===== src/rtl/arith_pkg.sv =====
// Shared arithmetic definitions: default operand width and the FSM state
// encoding used by both the sequential multiplier and the divider.
package arith_pkg;

    localparam int unsigned ARITH_WIDTH = 4;

    typedef enum logic [1:0] {
        IDLE = 2'd0,
        RUN  = 2'd1,
        DONE = 2'd2
    } state_t;

endpackage : arith_pkg


===== src/rtl/multiplicador_seq.sv =====
// Sequential shift-and-add unsigned multiplier, P = A * B, one multiplier
// bit per clock with a start/busy/done handshake (N+2 cycles per result).
module multiplicador_seq
    import arith_pkg::*;
#(
    parameter int unsigned N = ARITH_WIDTH
) (
    input  logic             clk,
    input  logic             rst,
    input  logic             start,
    input  logic [N-1:0]     A,
    input  logic [N-1:0]     B,
    output logic [2*N-1:0]   P,
    output logic             busy,
    output logic             done
);

    localparam int unsigned PW = 2 * N;
    localparam int unsigned CW = $clog2(N + 1);

    state_t          state_q;
    logic [PW-1:0]   acc_q;
    logic [PW-1:0]   mcand_q;
    logic [N-1:0]    mplier_q;
    logic [CW-1:0]   cnt_q;
    logic [PW-1:0]   acc_sum_c;

    // Partial-product accumulation; PW bits always hold (2^N-1)^2.
    always_comb begin
        acc_sum_c = acc_q;
        if (mplier_q[0]) begin
            acc_sum_c = acc_q + mcand_q;
        end
    end

    always_ff @(posedge clk or posedge rst) begin
        if (rst) begin
            state_q  <= IDLE;
            acc_q    <= '0;
            mcand_q  <= '0;
            mplier_q <= '0;
            cnt_q    <= '0;
            P        <= '0;
            busy     <= 1'b0;
            done     <= 1'b0;
        end else begin
            case (state_q)
                IDLE: begin
                    busy <= 1'b0;
                    done <= 1'b0;
                    if (start) begin
                        mcand_q  <= PW'(A);
                        mplier_q <= B;
                        acc_q    <= '0;
                        cnt_q    <= CW'(N);
                        busy     <= 1'b1;
                        state_q  <= RUN;
                    end
                end
                RUN: begin
                    acc_q    <= acc_sum_c;
                    mcand_q  <= mcand_q << 1;
                    mplier_q <= mplier_q >> 1;
                    cnt_q    <= cnt_q - CW'(1);
                    // Last bit: publish the completed sum directly.
                    if (cnt_q == CW'(1)) begin
                        P       <= acc_sum_c;
                        done    <= 1'b1;
                        state_q <= DONE;
                    end
                end
                DONE: begin
                    done    <= 1'b0;
                    busy    <= 1'b0;
                    state_q <= IDLE;
                end
                default: begin
                    done    <= 1'b0;
                    busy    <= 1'b0;
                    state_q <= IDLE;
                end
            endcase
        end
    end

endmodule : multiplicador_seq


===== config.mk =====
export PLATFORM = sky130hd
export DESIGN_NAME = multiplicador_seq
export DESIGN_NICKNAME = d
export VERILOG_FILES = /design/src/rtl/arith_pkg.sv /design/src/rtl/multiplicador_seq.sv
export SDC_FILE = /design/constraint.sdc
export NUM_CORES = 1
export LEC_CHECK = 0
export ABC_AREA = 1
export CORE_MARGIN = 2
export CORE_UTILIZATION = 40
export CTS_CLUSTER_SIZE = 40
export DETAILED_ROUTE_END_ITERATION = 16
export GPL_ROUTABILITY_DRIVEN = 0
export GPL_TIMING_DRIVEN = 0
export PLACE_DENSITY = 0.59
export RECOVER_POWER = 25
export SYNTH_ARGS = -nofsm -noshare
export SYNTH_HDL_FRONTEND = slang
export SYNTH_SLANG_ARGS = --single-unit

===== constraint.sdc =====
create_clock -name clk -period 2.2 [get_ports clk]
set_clock_uncertainty 0.1 [all_clocks]
set_input_delay 0.22 -clock clk [delete_from_list [all_inputs] [get_ports clk]]
set_output_delay 0.22 -clock clk [all_outputs]
set_load 0.1 [all_outputs]

==> impl_metrics.toml <==
[floorplan]
fp.dieW_um = 71.5
coreArea_mm2 = 0.00438
io-pin-count = 21
die-area_mm2 = 0.00511
start_util = 0.416
rows = 24
die_h_um = 71.5

[power]
pwr_density_cell_mw_per_mm2 = 1660
netSwitchingFraction = 0.504
leakage_uw = 0.00111
irDropWorstVdd_uv = 985
power.share.sequential = 0.301
power.internal_uw = 1800
p_clk_frac = 0.123
comb_power_share = 0.576
power_uw = 3630
power.net_switching_uw = 1830

[setup_path]
cpPeakStageDelay_ps = 1130
cp-start-kind = "flip-flop"
crit_family = "buffers and inverters"
cp_num_buf_inv = 1
required_ps = 1880
worstPathArrival_ps = 1770
cp_max_fo = 2
cp-end-kind = "output port"
crit_type = "flip-flop to output port"
slowest_stage = "clkdlybuf4s50_1"
crit_chain = "clkdlybuf4s50_1"

[routing]
ant_nets = 0
drt-wirelength-per-cell_um = 12.7
drt-initial-drc-count = 63
drt_wl_total_um = 3750
vias = 1470
via_per_inst = 4.98
drc = 0
dr.pass1.iters = 4

[cells_and_area]
nets = 263
diodes = 0
stdcell_area_mm2 = 0.00218
syn_to_final_growth_pct = 19.7
final_cell_mix = "65 x nand2_1, 35 x dfrtp_1, 25 x inv_1"
drive_gt1_frac = 0.107
final_common_cell = "nand2_1"
final_cells = 295

[timing]
worst_pin_slew_ps = 1010
setup_violations = 0
fin_crit_sh = 0.950
fmax_ghz = 0.479
slew_headroom = 0.326
finalHoldViolCount = 0
slew_viol_final = 0
tns_ps = 0
hold-worst-slack_ps = 304
period_minus_slack_ps = 2090
grt_setup_unrepaired = "no"

[grt]
antenna_found_initial = 0
grt_pass1_wl_um = 6520
grt_start_max_net_pins = 23
overflow = 0
grt_pass1_vias = 1484
grt_use_total = 0.165

[cts]
cts_tree = "done"
clk_pin_slew_ps = 70
cts_resized = 0
root_buffer = "clkbuf_8"
htreeDepth = 2
cts_hold_buf = 0
cts_buffer_depth = 2
post_cts_buffers = 0
worstSkewPairLatency_ps = 280
cts_made_buffers = 5
clock_sinks = 35

[placed_design]
placement.cell_area_mm2 = 0.00212
io_buffers = 20
post-place-cells = 287
hpwl_um = 2770

[min_path]
hold_class = "primary input to async pin"

[synth]
syn-cell-area_mm2 = 0.00182
ys_seq_area_frac = 0.480
syn_avg_cell_area_um2 = 8.52
synth_cell_types = 30
yosysWarnings = 0
synth_cells = 214
ys_ff_latch = 35
syn-num-nets = 235

[outcome]
run_status = "finished, final reports clean"

[flow_run]
drv_cap = 0
==> cells by family (layout without fill, tap and decap cells) <==
kind of cell	count (synthesis)	count (layout)	share of synthesized area
AND/OR/NAND/NOR	102	102	0.259
flip-flops	35	35	0.480
buffers and inverters	34	63	0.0776
AO/OA/AOI/OAI	32	32	0.106
adder cells (fa/ha/maj)	10	10	0.0728
XOR/XNOR	1	1	0.00481
==> routing by layer <==
metal  global-route usage  vias to the layer above  share of wire
met3               0.0338                        7          0.024
met1                0.205                      693           0.47
met4               0.0545                        0          0.017
li1                     -                      749              -
met2                0.286                       21           0.49
met5                    0                        -              0
==> registers in the layout (all words and copies together) (netlist names) <==
register,flops
busy,1
acc_q,8
cnt_q,3
state_q,2
done,1
mcand_q,8
mplier_q,4
P,8
==> path summary, 6_finish.rpt <==
| kind | from | endpoint | slack [ps] | depth (start not counted) |
|---|---|---|---|---|
| worst min register to register | P[0] | P[0] | 370 | 2 |
| worst max register to register | acc_q[0] | P[4] | 340 | 9 |
| max in group asynchronous | rst | acc_q[1] | 370 | 3 |
| min in group clk | P[0] | P[0] | 370 | 2 |
| worst min-delay path | rst | acc_q[7] | 300 | 2 |
| worst max-delay path | P[3] | P[3] | 110 | 1 |
==> power by group through the flow <==
stage	registers, uW	logic (uW)	clock network [uW]
floorplan	1610	1110	0
global placement	1110	2080	0
detailed placement	1110	2110	0
CTS	1100	2120	462
global route	1130	2340	482
finish	1090	2090	448
==> area by class of cell <==
| class | count | area, um2 |
|---|---|---|
| clock buffers | 7 | 76.3 |
| fillers | 452 | 2200 |
| inverters | 29 | 109 |
| clock inverters | 1 | 5.00 |
| multi-input cells | 145 | 806 |
| plain buffers | 5 | 32.5 |
| repair buffers | 21 | 213 |
| flip-flops and latches | 35 | 876 |
| well taps | 52 | 65.1 |
==> per-stage QoR <==
step	setup WS, ps	util
global route	62.0	0.498
global placement	248	0.476
finish	111	0.498
CTS	102	0.501
floorplan	530	-
detailed placement	346	0.483
==> cells in the mapped netlist (all sizes together) <==
master	n	area share
nand2	68	0.15
dfrtp	35	0.48
inv	29	0.060
nand3	16	0.049
o21ai	15	0.041
ha	9	0.062
nor2	8	0.027
or2	6	0.022
buf	5	0.018
a21oi	4	0.011
o22ai	4	0.014
a22oi	3	0.012
a221oi	2	0.0096
nand3b	2	0.0082
nor3	2	0.0055
o211ai	2	0.0082
a22o	1	0.0048
fa	1	0.011
o221ai	1	0.0048
xnor2	1	0.0048
Note: power is estimated with default switching activity, not from simulation.
